## src/rtl/muldiv_seq.sv

```systemverilog
// Sequential unsigned multiply/divide unit with a HI/LO result pair.
// MULT is shift-add and DIV is restoring division. Each takes n iterations,
// one bit per cycle. MTHI/MTLO load hi/lo directly in a single edge.
// A DIV by zero skips the iterations and flags div0.
module muldiv_seq #(
  parameter int n = 4
) (
  input  logic         clk,
  input  logic         reset,
  input  logic         start,
  input  logic [1:0]   op,
  input  logic [n-1:0] a,
  input  logic [n-1:0] b,
  input  logic         rd_sel,
  output logic         busy,
  output logic         done,
  output logic         div0,
  output logic [n-1:0] hi,
  output logic [n-1:0] lo,
  output logic [n-1:0] y
);

  localparam int CW = (n > 1) ? $clog2(n) : 1;

  localparam logic [1:0] OP_MULT = 2'b00;
  localparam logic [1:0] OP_DIV  = 2'b01;
  localparam logic [1:0] OP_MTHI = 2'b10;
  localparam logic [1:0] OP_MTLO = 2'b11;

  typedef enum logic [1:0] {IDLE, MUL, DIV, DONE} state_t;

  state_t          state_q, state_d;
  logic [n-1:0]    a_q, a_d;      // multiplicand
  logic [n-1:0]    b_q, b_d;      // divisor
  logic [n-1:0]    acc_q, acc_d;  // partial product high half / partial remainder
  logic [n-1:0]    sh_q, sh_d;    // multiplier bits / dividend becoming quotient
  logic [CW-1:0]   cnt_q, cnt_d;
  logic [n-1:0]    hi_q, hi_d;
  logic [n-1:0]    lo_q, lo_d;
  logic            div0_q, div0_d;

  // Shift-add step: add the multiplicand when the current multiplier bit is
  // set, then shift the {acc, sh} pair right by one.
  logic [n:0]      mul_sum;
  logic [n-1:0]    mul_acc, mul_sh;
  assign mul_sum = {1'b0, acc_q} + (sh_q[0] ? {1'b0, a_q} : '0);
  assign mul_acc = mul_sum[n:1];
  assign mul_sh  = {mul_sum[0], sh_q[n-1:1]};

  // Restoring step: shift the next dividend bit into the remainder, and
  // subtract the divisor only if that leaves a non-negative value.
  // When it does, the result fits in n bits, so the subtraction can use
  // the low n bits alone.
  logic [n:0]      div_shift;
  logic            div_ge;
  logic [n-1:0]    div_rem, div_quo;
  assign div_shift = {acc_q, sh_q[n-1]};
  assign div_ge    = (div_shift >= {1'b0, b_q});
  assign div_rem   = div_ge ? (div_shift[n-1:0] - b_q) : div_shift[n-1:0];
  assign div_quo   = {sh_q[n-2:0], div_ge};

  logic last_iter;
  assign last_iter = (cnt_q == CW'(n - 1));

  // Next-state, datapath and status outputs.
  // NOTE: every signal this block drives is given a default first, so no path
  // leaves one unassigned and no latch is inferred.
  always_comb begin
    state_d = state_q;
    a_d     = a_q;
    b_d     = b_q;
    acc_d   = acc_q;
    sh_d    = sh_q;
    cnt_d   = cnt_q;
    hi_d    = hi_q;
    lo_d    = lo_q;
    div0_d  = div0_q;
    busy    = 1'b0;
    done    = 1'b0;

    unique case (state_q)
      IDLE: begin
        if (start) begin
          unique case (op)
            OP_MULT: begin
              a_d     = a;
              sh_d    = b;
              acc_d   = '0;
              cnt_d   = '0;
              div0_d  = 1'b0;
              state_d = MUL;
            end
            OP_DIV: begin
              if (b == '0) begin
                hi_d    = a;
                lo_d    = '1;
                div0_d  = 1'b1;
                state_d = DONE;
              end else begin
                b_d     = b;
                sh_d    = a;
                acc_d   = '0;
                cnt_d   = '0;
                div0_d  = 1'b0;
                state_d = DIV;
              end
            end
            OP_MTHI: hi_d = a;
            OP_MTLO: lo_d = a;
            default: ;
          endcase
        end
      end
      MUL: begin
        busy  = 1'b1;
        acc_d = mul_acc;
        sh_d  = mul_sh;
        cnt_d = cnt_q + CW'(1);
        if (last_iter) begin
          hi_d    = mul_acc;
          lo_d    = mul_sh;
          state_d = DONE;
        end
      end
      DIV: begin
        busy  = 1'b1;
        acc_d = div_rem;
        sh_d  = div_quo;
        cnt_d = cnt_q + CW'(1);
        if (last_iter) begin
          hi_d    = div_rem;
          lo_d    = div_quo;
          state_d = DONE;
        end
      end
      DONE: begin
        done    = 1'b1;
        state_d = IDLE;
      end
      default: state_d = IDLE;
    endcase
  end

  // State and datapath registers, with synchronous reset taking priority.
  // NOTE: the operand and iteration registers are reset as well, not just the
  // visible results. An aborted operation then leaves no stale partial state.
  // The sequential block uses <= only, so every register samples the
  // pre-edge values.
  always_ff @(posedge clk) begin
    if (reset) begin
      state_q <= IDLE;
      a_q     <= '0;
      b_q     <= '0;
      acc_q   <= '0;
      sh_q    <= '0;
      cnt_q   <= '0;
      hi_q    <= '0;
      lo_q    <= '0;
      div0_q  <= 1'b0;
    end else begin
      state_q <= state_d;
      a_q     <= a_d;
      b_q     <= b_d;
      acc_q   <= acc_d;
      sh_q    <= sh_d;
      cnt_q   <= cnt_d;
      hi_q    <= hi_d;
      lo_q    <= lo_d;
      div0_q  <= div0_d;
    end
  end

  assign hi   = hi_q;
  assign lo   = lo_q;
  assign div0 = div0_q;
  assign y    = rd_sel ? lo_q : hi_q;

endmodule

```

## config.mk

```make
export PLATFORM = sky130hd
export DESIGN_NAME = muldiv_seq
export DESIGN_NICKNAME = d
export VERILOG_FILES = /design/src/rtl/muldiv_seq.sv
export SDC_FILE = /design/constraint.sdc
export NUM_CORES = 1
export LEC_CHECK = 0
export ABC_AREA = 1
export BUFFER_PORTS_ARGS = -buffer_cell sky130_fd_sc_hd__buf_2
export CAP_MARGIN = 0
export CORE_MARGIN = 3
export CORE_UTILIZATION = 30
export CTS_CLUSTER_SIZE = 14
export DETAILED_ROUTE_END_ITERATION = 10
export SETUP_SLACK_MARGIN = 0.4
export SYNTH_ARGS = -nofsm -noshare
export SYNTH_HDL_FRONTEND = slang
export SYNTH_SLANG_ARGS = --single-unit
```

## constraint.sdc

```tcl
create_clock -name clk -period 2 [get_ports clk]
set_input_delay 0.4 -clock clk [delete_from_list [all_inputs] [get_ports clk]]
set_output_delay 0.4 -clock clk [all_outputs]
set_load 0.005 [all_outputs]
```

==> results.md, run 1 <==
### STA
- **worst slew margin relative to its limit** 81.1%
- **setup repair after global routing missed its margin** true
- **crit share post-route** 82.6%
- **clock skew** 0.00450 ns
- **transition time of the tightest slew-check pin** 0.284 ns
- **final count of negative-setup-slack endpoints** 0
- **total negative slack for setup checks** 0 ns
- **number of hold-slack violations in the final timing report** 0
- **maximum clock frequency** 0.605 GHz
- **minimum period implied by the final worst setup slack** 1.65 ns
- **number of slew-limit violations in the final report** 0

### CTS
- **Max Root-Sink Buffers** 2
- **hold buffer count at CTS** 0
- **clock-pin slew reported for the worst setup and hold paths after clock tree synthesis** 0.06 ns
- **latest clock arrival within the worst-skew pair** 0.28 ns
- **TritonCTS Sinks** 29
- **depth of the CTS H-tree** 2
- **root buffer cell** clkbuf_8
- **Inserted Clock Buffers** 5
- **CTS tree** yes

### Worst setup path
- **cell occurring most often along the worst timing path** buf_6
- **largest fanout of any net on the critical path** 3
- **Slowest-stage cell, CP** dfxtp_2
- **critical path data required time** 1.60 ns
- **delay of the slowest cell on the worst path** 0.34 ns
- **depth of the worst register-to-register path** 10
- **crit path DAT** 1.25 ns
- **number of buffers and inverters on the critical path** 4
- **cell-by-cell trace of the critical path** inv_2 -> buf_6 -> ha_4 -> buf_12 -> buf_6
- **startpoint type of the worst setup path** register
- **depth of the critical timing path with buffers and inverters included** 5
- **Crit path max-delay family** buffers and inverters
- **Critical Path End Type** primary output
- **Setup Crit Path Kind** reg2out

### Worst hold path
- **cell depth of the worst hold path** 2
- **Hold WC Path Type** in2reg

### GRT
- **first-pass GRT wire length** 8.82 mm
- **number of global-route vias before repair** 1911
- **M3 GR Usage** 3.01%
- **global router's overall resource usage** 15.0%
- **met2 track demand over resource in global routing** 25.1%
- **largest net degree at the start of global routing** 26
- **layer carrying the most global-route usage** met2
- **met1 Usage GRT** 19.0%
- **number of antenna violations at the first check in global routing** 0
- **GRT overflow** 0

### Detailed routing
- **number of nets with antenna violations after detailed routing** 0
- **detailed-route vias per instance** 4.90
- **detail-routed net length per standard cell** 13.2 um
- **final WL** 5.31 mm
- **via count** 1974
- **drt first pass iters** 4
- **initial detailed-routing violation count** 104
- **Residual DRC** 0

### Finish
- **utilization after layout** 44.0%
- **area growth from synthesis to final layout** 41.0%
- **layout cells sized above 1** 40.2%
- **leading cell type in the layout, fill and taps excluded** nand2_1
- **ant diodes** 0
- **fill count** 599
- **net total in the final layout** 358
- **leading cell types in the layout, fill and taps excluded** nand2_1, inv_1, a21oi_1

### Floorplanning
- **die footprint** 7220 um^2
- **initial standard-cell utilization of the core** 31.2%
- **Die Ht** 85.0 um
- **boundary pin count** 29
- **standard cell core area** 5990 um^2
- **number of cell rows** 28
- **width of the die** 85.0 um

### Placed design
- **number of buffer cells added on primary ports** 28
- **HPWL reported at the end of detailed placement** 3.82 mm
- **last weighted congestion value of the routability-driven placer** 0.837

### Synthesis
- **Post-Syn Nets** 308
- **total of warnings raised by yosys** 0
- **Post-Synthesis Mean Instance Area** 6.73 um^2
- **cells after synthesis** 278
- **multiplexer fraction of the synthesized cell area** 0%
- **Post-Synthesis Cell Area** 1870 um^2
- **post-synthesis simple-gate area fraction** 23.2%
- **Synth Area in Compound Gates** 23.5%
- **xor and xnor area share after synthesis** 0.468%
- **post-synthesis share of cell area spent on full adders, half adders and majority gates** 11.5%
- **dominant combinational cell family by area after synthesis** compound AO/OA/AOI/OAI gates
- **portion of the post-synthesis area used by sequential elements** 31.0%
- **post-synthesis sequential element count** 29
- **number of library cell types mapped by synthesis** 26

### Job
- **Max Cap Violations** 0

### Pwr
- **worst voltage drop across the vdd grid** 1.01 mV
- **static leakage** 1.20 nW
- **power density relative to cell area** 1510 nW/um^2

### Outcome
- **result of the run** completed

report_power, final:
group	leakage, nW	internal [mW]	switching (mW)	total (mW)
sequential	0.243	0.786	0.141	0.926
clock	0.0443	0.272	0.211	0.483
combinational	0.915	1.15	1.44	2.59
total	1.20	2.21	1.79	4.00
flip-flops by register name, summed over array words and instances, names as in the netlist:
register / count
lo: 4
cnt_q: 2
acc_q: 4
sh_q: 4
b_q: 4
hi: 4
state_q: 2
div0: 1
a_q: 4
per-layer routing:
layer / share of wire, % / up-vias
li1: - / 1020
met1: 45 / 900
met2: 49 / 42
met3: 3.8 / 12
met4: 2.6 / 0
met5: 0 / -
layout make-up:
class	instances	area, um^2	share of cell area [%]
multi-input combinational	201	1350	51.3
timing repair buffer	51	355	13.5
sequential	29	601	22.8
clock buffer	7	86.3	3.27
inverter	40	150	5.69
tap	75	93.8	3.56
repair_timing:
item / in CTS / in global routing
setup buffers: 11 / 6
pin swaps: 15 / 22
hold endpoints to repair: 0 / 0
setup endpoints to repair: 21 / 27
gates resized for setup: 35 / 58
per-stage QoR:
stage	instances	cell area, um^2	setup slack, ns	power, mW	hold WS [ns]
after global placement	379	2110	0.148	2.63	0.465
after floorplan	278	1870	0.422	2.13	0.443
after detailed placement	379	2110	0.0992	2.64	0.466
after global routing	403	2640	0.295	4.36	0.353
final	403	2640	0.348	4.00	0.347
after CTS	397	2390	0.336	3.52	0.345
cells in the mapped netlist:
| cell type | n | area (um^2) |
|---|---|---|
| nand3_1 | 16 | 80.1 |
| xor2_1 | 1 | 8.76 |
| a221oi_1 | 2 | 17.5 |
| nand3_2 | 2 | 20.0 |
| nand2_1 | 47 | 176 |
| nand4_1 | 2 | 12.5 |
| o21ai_1 | 4 | 20.0 |
| o21ai_0 | 35 | 175 |
| nor2_2 | 1 | 6.26 |
| nand2_4 | 1 | 11.3 |
| nor2_1 | 27 | 101 |
| ha_1 | 14 | 175 |
| inv_2 | 3 | 11.3 |
| nor3_2 | 2 | 20.0 |
| a21oi_2 | 1 | 8.76 |
| buf_1 | 1 | 3.75 |
| buf_6 | 1 | 11.3 |
| nand2_2 | 1 | 6.26 |
| fa_1 | 2 | 40.0 |
| a21oi_1 | 41 | 205 |
| o21bai_1 | 1 | 7.51 |
| clkbuf_1 | 2 | 7.51 |
| dfxtp_1 | 29 | 581 |
| o22ai_1 | 1 | 6.26 |
| buf_2 | 4 | 20.0 |
| inv_1 | 37 | 139 |
final timing paths:
kind | from | slack, ns | endpoint
min reg2reg | lo[2]$_SDFFE_PP0P_ | 0.47 | lo[2]$_SDFFE_PP0P_
min | reset | 0.35 | state_q[0]$_SDFFE_PP0P_
max reg2reg | sh_q[0]$_SDFFE_PP0P_ | 0.37 | hi[3]$_SDFFE_PP0P_
max | state_q[0]$_SDFFE_PP0P_ | 0.35 | busy
cells by family (layout without fill, tap and decap cells):
kind of cell             Yosys count  in the layout
AO/OA/AOI/OAI                     85             85
XOR/XNOR                           1              1
adder cells (fa/ha/maj)           16             16
buffers and inverters             48             98
flip-flops                        29             29
AND/OR/NAND/NOR                   99             99
(Power assumes the default switching activity.)
==> run 2: changes to the inputs <==
--- a/config.mk
+++ b/config.mk
@@ -5,7 +5,7 @@
 export SDC_FILE = /design/constraint.sdc
 export NUM_CORES = 1
 export LEC_CHECK = 0
-export ABC_AREA = 1
+export ABC_AREA = 0
 export BUFFER_PORTS_ARGS = -buffer_cell sky130_fd_sc_hd__buf_2
 export CAP_MARGIN = 0
 export CORE_MARGIN = 3
==> constraint.sdc (replaced) <==
create_clock -name clk -period 1.45 [get_ports clk]
set_input_delay 0.29 -clock clk [delete_from_list [all_inputs] [get_ports clk]]
set_output_delay 0.29 -clock clk [all_outputs]
set_load 0.005 [all_outputs]
==> run 2 against run 1 <==
  * The run now ends with setup timing left
  * Final area increased by 32%
  * First-iteration DRC count decreased by 31%
  * Total power increased by 44%
  * Synthesized cell count down 17%
  * Critical endpoint is now hi[3]$_SDFFE_PP0P_
  * Largest cell class unchanged
==> results.md, run 2 <==
### GRT
- **number of global-route vias before repair** 2067
- **GRT overflow** 0
- **largest net degree at the start of global routing** 19
- **global router's overall resource usage** 17.3%
- **first-pass GRT wire length** 10.2 mm
- **number of antenna violations at the first check in global routing** 0

### STA
- **final critical-path setup slack** -0.373 ns
- **crit share post-route** 126%
- **maximum clock frequency** 0.549 GHz
- **minimum period implied by the final worst setup slack** 1.82 ns
- **number of slew-limit violations in the final report** 0
- **clock skew** 0.0141 ns
- **transition time of the tightest slew-check pin** 0.451 ns
- **final count of negative-setup-slack endpoints** 15
- **number of hold-slack violations in the final timing report** 0
- **setup repair after global routing missed its margin** true
- **worst slew margin relative to its limit** 69.6%

### Floorplanning
- **width of the die** 86.6 um
- **standard cell core area** 6100 um^2
- **die footprint** 7510 um^2
- **initial standard-cell utilization of the core** 32.0%
- **boundary pin count** 29
- **Die Ht** 86.6 um
- **number of cell rows** 28

### Synthesis
- **share of the synthesized area in the top cell type** 29.8%
- **cell type contributing the most total cell area after synthesis** dfxtp_1
- **Synth Area in Compound Gates** 22.1%
- **Post-Syn Nets** 261
- **post-synthesis share of cell area spent on full adders, half adders and majority gates** 11.0%
- **portion of the post-synthesis area used by sequential elements** 29.8%
- **total of warnings raised by yosys** 0
- **number of flops mapped to enable cells by yosys** 0
- **synth top area cells** dfxtp_1, ha_1, nor2_1, mux2i_1, a21oi_1
- **Post-Synthesis Cell Area** 1950 um^2
- **post-synthesis simple-gate area fraction** 23.2%
- **async set-or-reset flop fraction in the synthesized netlist** 0%
- **dominant combinational cell family by area after synthesis** simple AND/OR/NAND/NOR gates
- **cell with the most instances after synthesis** nor2_1
- **cells after synthesis** 231
- **multiplexer fraction of the synthesized cell area** 8.02%
- **number of library cell types mapped by synthesis** 45
- **most used standard cells in the synthesized netlist** nor2_1, dfxtp_1, nand2_1
- **post-synthesis sequential element count** 29
- **most common flop cell mapped by yosys** dfxtp_1
- **xor and xnor area share after synthesis** 0.898%
- **Post-Synthesis Mean Instance Area** 8.44 um^2

### Detailed routing
- **detail-routed net length per standard cell** 16.0 um
- **Residual DRC** 0
- **number of nets with antenna violations after detailed routing** 0
- **final WL** 6.39 mm
- **initial detailed-routing violation count** 72
- **detailed-route vias per instance** 5.10
- **drt first pass iters** 4
- **via count** 2039

### Worst setup path
- **R2R Path End** hi[3]$_SDFFE_PP0P_
- **critical path data required time** 1.60 ns
- **delay of the slowest cell on the worst path** 0.35 ns
- **depth of the critical timing path with buffers and inverters included** 8
- **cell-by-cell trace of the critical path** and2_4 -> ha_4 -> fa_2 -> a21o_1 -> a21oi_2 -> nor2_1 -> a41oi_2 -> a311oi_2
- **crit path DAT** 1.98 ns
- **source of the critical timing path** sh_q[0]$_SDFFE_PP0P_
- **Worst Setup EP** hi[3]$_SDFFE_PP0P_
- **critical register-to-register path startpoint** sh_q[0]$_SDFFE_PP0P_
- **largest fanout of any net on the critical path** 3
- **Slowest-stage cell, CP** fa_2
- **Crit path max-delay family** compound AO/OA/AOI/OAI gates
- **Critical Path End Type** register
- **number of buffers and inverters on the critical path** 0
- **Setup Crit Path Kind** reg2reg
- **Worst R2R Setup Slack** -0.37 ns
- **depth of the worst register-to-register path** 8
- **startpoint type of the worst setup path** register

### Pwr
- **Comb pwr share** 66.5%
- **switching share of power** 40.1%
- **part of the power in registers** 21.5%
- **cell internal pwr** 3.44 mW
- **fraction of power consumed by the clock network** 12.0%
- **worst voltage drop across the vdd grid** 1.16 mV
- **power density relative to cell area** 1650 nW/um^2
- **static leakage** 1.41 nW
- **net switching component of the power** 2.30 mW

### Outcome
- **result of the run** complete, but fails checks
- **failing checks** setup timing

### CTS
- **Inserted Clock Buffers** 5
- **Max Root-Sink Buffers** 2
- **depth of the CTS H-tree** 2
- **CTS tree** yes
- **TritonCTS Sinks** 29
- **clock-pin slew reported for the worst setup and hold paths after clock tree synthesis** 0.07 ns
- **root buffer cell** clkbuf_8
- **latest clock arrival within the worst-skew pair** 0.30 ns

### Finish
- **layout cells sized above 1** 62.8%
- **ant diodes** 0
- **area growth from synthesis to final layout** 78.1%
- **fill count** 519
- **leading cell type in the layout, fill and taps excluded** buf_4
- **utilization after layout** 57.0%
- **leading cell types in the layout, fill and taps excluded** buf_4, buf_6, nor2_1
- **net total in the final layout** 354

### Placed design
- **number of buffer cells added on primary ports** 28
- **pre-CTS setup slack** -0.397 ns
- **HPWL reported at the end of detailed placement** 4.36 mm
- **last weighted congestion value of the routability-driven placer** 0.864

### Job
- **Max Cap Violations** 0

### Worst hold path
- **Hold WC Path Type** in2reg

==> run 2: worst min-delay path by stage <==
| stage | start | endpoint | slack (ns) | cells past startpoint |
|---|---|---|---|---|
| after floorplan | a[2] | a_q[2]$_SDFFE_PP0P_ | 0.44 | 2 |
| after global placement | cnt_q[1]$_SDFFE_PP0P_ | cnt_q[1]$_SDFFE_PP0P_ | 0.45 | 2 |
| after detailed placement | cnt_q[1]$_SDFFE_PP0P_ | cnt_q[1]$_SDFFE_PP0P_ | 0.46 | 2 |
| after CTS | a[1] | a_q[1]$_SDFFE_PP0P_ | 0.30 | 3 |
| after global routing | a[1] | a_q[1]$_SDFFE_PP0P_ | 0.31 | 3 |
| final | a[1] | a_q[1]$_SDFFE_PP0P_ | 0.30 | 3 |
==> run 2: stage by stage <==
step / instance area, um^2 / instances / setup TNS [ns] / hold WS (ns) / total power, mW
floorplan: 2220 / 231 / -1.20 / 0.437 / 2.89
global placement: 2660 / 364 / -4.08 / 0.450 / 3.67
detailed placement: 2660 / 364 / -4.55 / 0.461 / 3.69
CTS: 3280 / 391 / -2.82 / 0.299 / 5.27
global route: 3470 / 400 / -4.32 / 0.305 / 6.10
finish: 3470 / 400 / -3.00 / 0.305 / 5.74
==> run 2: cell type report <==
cell class | count | area [um^2] | area share [%]
multi-input cells | 181 | 1760 | 50.6
repair buffers | 96 | 873 | 25.1
inverters | 11 | 51.3 | 1.48
clock inverters | 3 | 16.3 | 0.468
clock buffers | 5 | 68.8 | 1.98
well taps | 75 | 93.8 | 2.70
flip-flops and latches | 29 | 612 | 17.6
==> run 2: power groups by stage <==
stage | sequential, mW | clock [mW] | combinational, mW
CTS | 1.23 | 0.700 | 3.34
global route | 1.26 | 0.743 | 4.10
finish | 1.23 | 0.687 | 3.82
detailed placement | 1.21 | 0 | 2.48
floorplan | 1.17 | 0 | 1.72
global placement | 1.20 | 0 | 2.46
==> run 2: worst register-to-register path, cell delays in order, from the launching register on <==
cell,delay [ns]
dfxtp_2,0.34
and2_4,0.14
ha_4,0.15
fa_2,0.35
a21o_1,0.18
a21oi_2,0.14
nor2_1,0.07
a41oi_2,0.20
a311oi_2,0.13
==> run 2: logic make-up after synthesis <==
| group | after synthesis |
|---|---|
| AO/OA/AOI/OAI | 57 |
| XOR/XNOR | 2 |
| adder cells (fa/ha/maj) | 16 |
| buffers and inverters | 21 |
| flip-flops | 29 |
| multiplexers | 15 |
| AND/OR/NAND/NOR | 91 |
==> run 2: timing repair <==
item,4_1_cts,5_1_grt
hold buffers,0,0
gates resized for setup,90,23
pin swaps,41,25
cloned,0,1
buffers inserted,19,8
setup endpoints to repair,43,44
==> run 2: per-layer routing <==
| metal | track usage, % | part of all wire [%] | up-vias |
|---|---|---|---|
| met3 | 4.09 | 2.6 | 9 |
| li1 | - | - | 1006 |
| met2 | 30.5 | 52 | 24 |
| met4 | 4.67 | 1.5 | 0 |
| met1 | 21.0 | 44 | 1000 |
| met5 | 0 | 0 | - |
==> run 3: changes to the inputs <==
--- a/config.mk
+++ b/config.mk
@@ -12,7 +12,9 @@
 export CORE_UTILIZATION = 30
 export CTS_CLUSTER_SIZE = 14
 export DETAILED_ROUTE_END_ITERATION = 10
+export GPL_ROUTABILITY_DRIVEN = 0
 export SETUP_SLACK_MARGIN = 0.4
+export SKIP_CTS_REPAIR_TIMING = 1
 export SYNTH_ARGS = -nofsm -noshare
 export SYNTH_HDL_FRONTEND = slang
 export SYNTH_SLANG_ARGS = --single-unit
==> run 3 against run 2 <==
  * The run still ends with setup timing left
  * Non-clock buffer count shrank 17
  * Wire length shrank 10%
  * First-iteration DRC count shrank 5.6%
==> results.md, run 3 (synthesis results as in run 2) <==
### Finish
- **net total in the final layout** 337
- **leading cell types in the layout, fill and taps excluded** nor2_1, buf_4, buf_6
- **area growth from synthesis to final layout** 60.8%
- **utilization after layout** 51.5%
- **layout cells sized above 1** 56.8%
- **register area** 612 um^2
- **ant diodes** 0
- **fill count** 564
- **final cell area excluding filler cells** 3140 um^2
- **total area of multi-input combinational cells** 1650 um^2

### STA
- **final count of negative-setup-slack endpoints** 25
- **transition time of the tightest slew-check pin** 0.369 ns
- **setup repair after global routing missed its margin** true
- **number of hold-slack violations in the final timing report** 0
- **clock skew** 0.0116 ns
- **maximum clock frequency** 0.551 GHz
- **final critical-path setup slack** -0.364 ns
- **total negative slack for setup checks** -3.18 ns
- **crit share post-route** 125%
- **number of slew-limit violations in the final report** 0
- **minimum period implied by the final worst setup slack** 1.81 ns
- **worst slew margin relative to its limit** 75.1%

### Floorplanning
- **standard cell core area** 6100 um^2
- **Die Ht** 86.6 um
- **width of the die** 86.6 um
- **initial standard-cell utilization of the core** 32.0%
- **number of cell rows** 28
- **die footprint** 7510 um^2
- **boundary pin count** 29

### CTS
- **CTS tree** yes
- **Max Root-Sink Buffers** 2
- **latest clock arrival within the worst-skew pair** 0.29 ns
- **root buffer cell** clkbuf_8
- **clock-pin slew reported for the worst setup and hold paths after clock tree synthesis** 0.07 ns
- **TritonCTS Sinks** 29
- **depth of the CTS H-tree** 2
- **Inserted Clock Buffers** 5

### Worst setup path
- **Setup Crit Path Kind** reg2reg
- **number of buffers and inverters on the critical path** 0
- **largest fanout of any net on the critical path** 5
- **Worst Setup EP** hi[3]$_SDFFE_PP0P_
- **depth of the critical timing path with buffers and inverters included** 8
- **critical path data required time** 1.61 ns
- **delay of the slowest cell on the worst path** 0.35 ns
- **cell-by-cell trace of the critical path** and2_4 -> ha_4 -> fa_2 -> a21o_1 -> a21oi_2 -> nor2_1 -> a41oi_2 -> a311oi_2
- **Worst R2R Setup Slack** -0.36 ns
- **depth of the worst register-to-register path** 8
- **R2R Path End** hi[3]$_SDFFE_PP0P_
- **Crit path max-delay family** compound AO/OA/AOI/OAI gates
- **startpoint type of the worst setup path** register
- **Slowest-stage cell, CP** fa_2
- **critical register-to-register path startpoint** sh_q[0]$_SDFFE_PP0P_
- **source of the critical timing path** sh_q[0]$_SDFFE_PP0P_
- **crit path DAT** 1.97 ns
- **Critical Path End Type** register

### Placed design
- **number of buffer cells added on primary ports** 28
- **Post-DP Area** 2660 um^2
- **pre-CTS setup slack** -0.397 ns
- **HPWL reported at the end of detailed placement** 4.36 mm

### Worst hold path
- **Hold WC Path Type** in2reg

### Pwr
- **total power** 5.14 mW
- **worst voltage drop across the vdd grid** 1.08 mV
- **power density relative to cell area** 1640 nW/um^2
- **static leakage** 1.26 nW

### Detailed routing
- **detail-routed net length per standard cell** 15.0 um
- **initial detailed-routing violation count** 68
- **number of nets with antenna violations after detailed routing** 0
- **via count** 1897
- **drt first pass iters** 4
- **detailed-route vias per instance** 4.95
- **Residual DRC** 0
- **final WL** 5.74 mm

### GRT
- **number of antenna violations at the first check in global routing** 0
- **first-pass GRT wire length** 9.08 mm
- **largest net degree at the start of global routing** 19
- **GRT overflow** 0
- **number of global-route vias before repair** 1832
- **global router's overall resource usage** 15.5%

### Job
- **Max Cap Violations** 0

### Outcome
- **result of the run** complete, but fails checks
- **failing checks** setup timing

## run 3: changes by cell type in the layout (fill, tap and decap cells not counted), moves of 3 or more
cell,previous run,this run
a21oi_1,5,9
buf_6,36,23
buf_4,37,34
buf_2,18,21
a21oi_2,8,4
## run 3: metal layers
| layer | global-route usage, % | up-vias | part of all wire (%) |
|---|---|---|---|
| met3 | 3.90 | 6 | 2.9 |
| met2 | 26.2 | 24 | 52 |
| met5 | 0 | - | 0 |
| met1 | 19.8 | 900 | 44 |
| met4 | 3.82 | 0 | 0.89 |
| li1 | - | 967 | - |
## run 3: where the power goes
group          leakage, nW  switching, mW  total [mW]  internal (mW)
combinational        0.971           1.47        3.22           1.74
clock               0.0482          0.352       0.684          0.332
sequential           0.245          0.228        1.24           1.01
total                 1.26           2.05        5.14           3.09
## run 3: worst reg2reg max path, stage by stage (launching register included)
cell and delay [ns]:
dfxtp_2 0.34, and2_4 0.14, ha_4 0.15, fa_2 0.35, a21o_1 0.18, a21oi_2 0.12, nor2_1 0.06, a41oi_2 0.22
a311oi_2 0.13
## run 3: area by class of cell
| class | instances | area share (%) |
|---|---|---|
| repair buffers | 79 | 20.4 |
| well taps | 75 | 2.99 |
| clock inverters | 3 | 0.519 |
| multi-input cells | 181 | 52.7 |
| clock buffers | 5 | 2.19 |
| inverters | 11 | 1.72 |
| flip-flops and latches | 29 | 19.5 |
## run 3: metrics by stage
stage	hold WS [ns]	cells
floorplan	0.437	231
global placement	0.450	364
detailed placement	0.461	364
CTS	0.299	372
global route	0.310	383
finish	0.301	383
## run 3: worst min-delay path by stage
stage	startpoint	to	slack, ns	depth (start not counted)
after floorplan	a[2]	a_q[2]$_SDFFE_PP0P_	0.44	2
after detailed placement	cnt_q[1]$_SDFFE_PP0P_	cnt_q[1]$_SDFFE_PP0P_	0.46	2
after CTS	a[1]	a_q[1]$_SDFFE_PP0P_	0.30	3
after global routing	a[1]	a_q[1]$_SDFFE_PP0P_	0.31	3
final	a[1]	a_q[1]$_SDFFE_PP0P_	0.30	3
after global placement	cnt_q[1]$_SDFFE_PP0P_	cnt_q[1]$_SDFFE_PP0P_	0.45	2
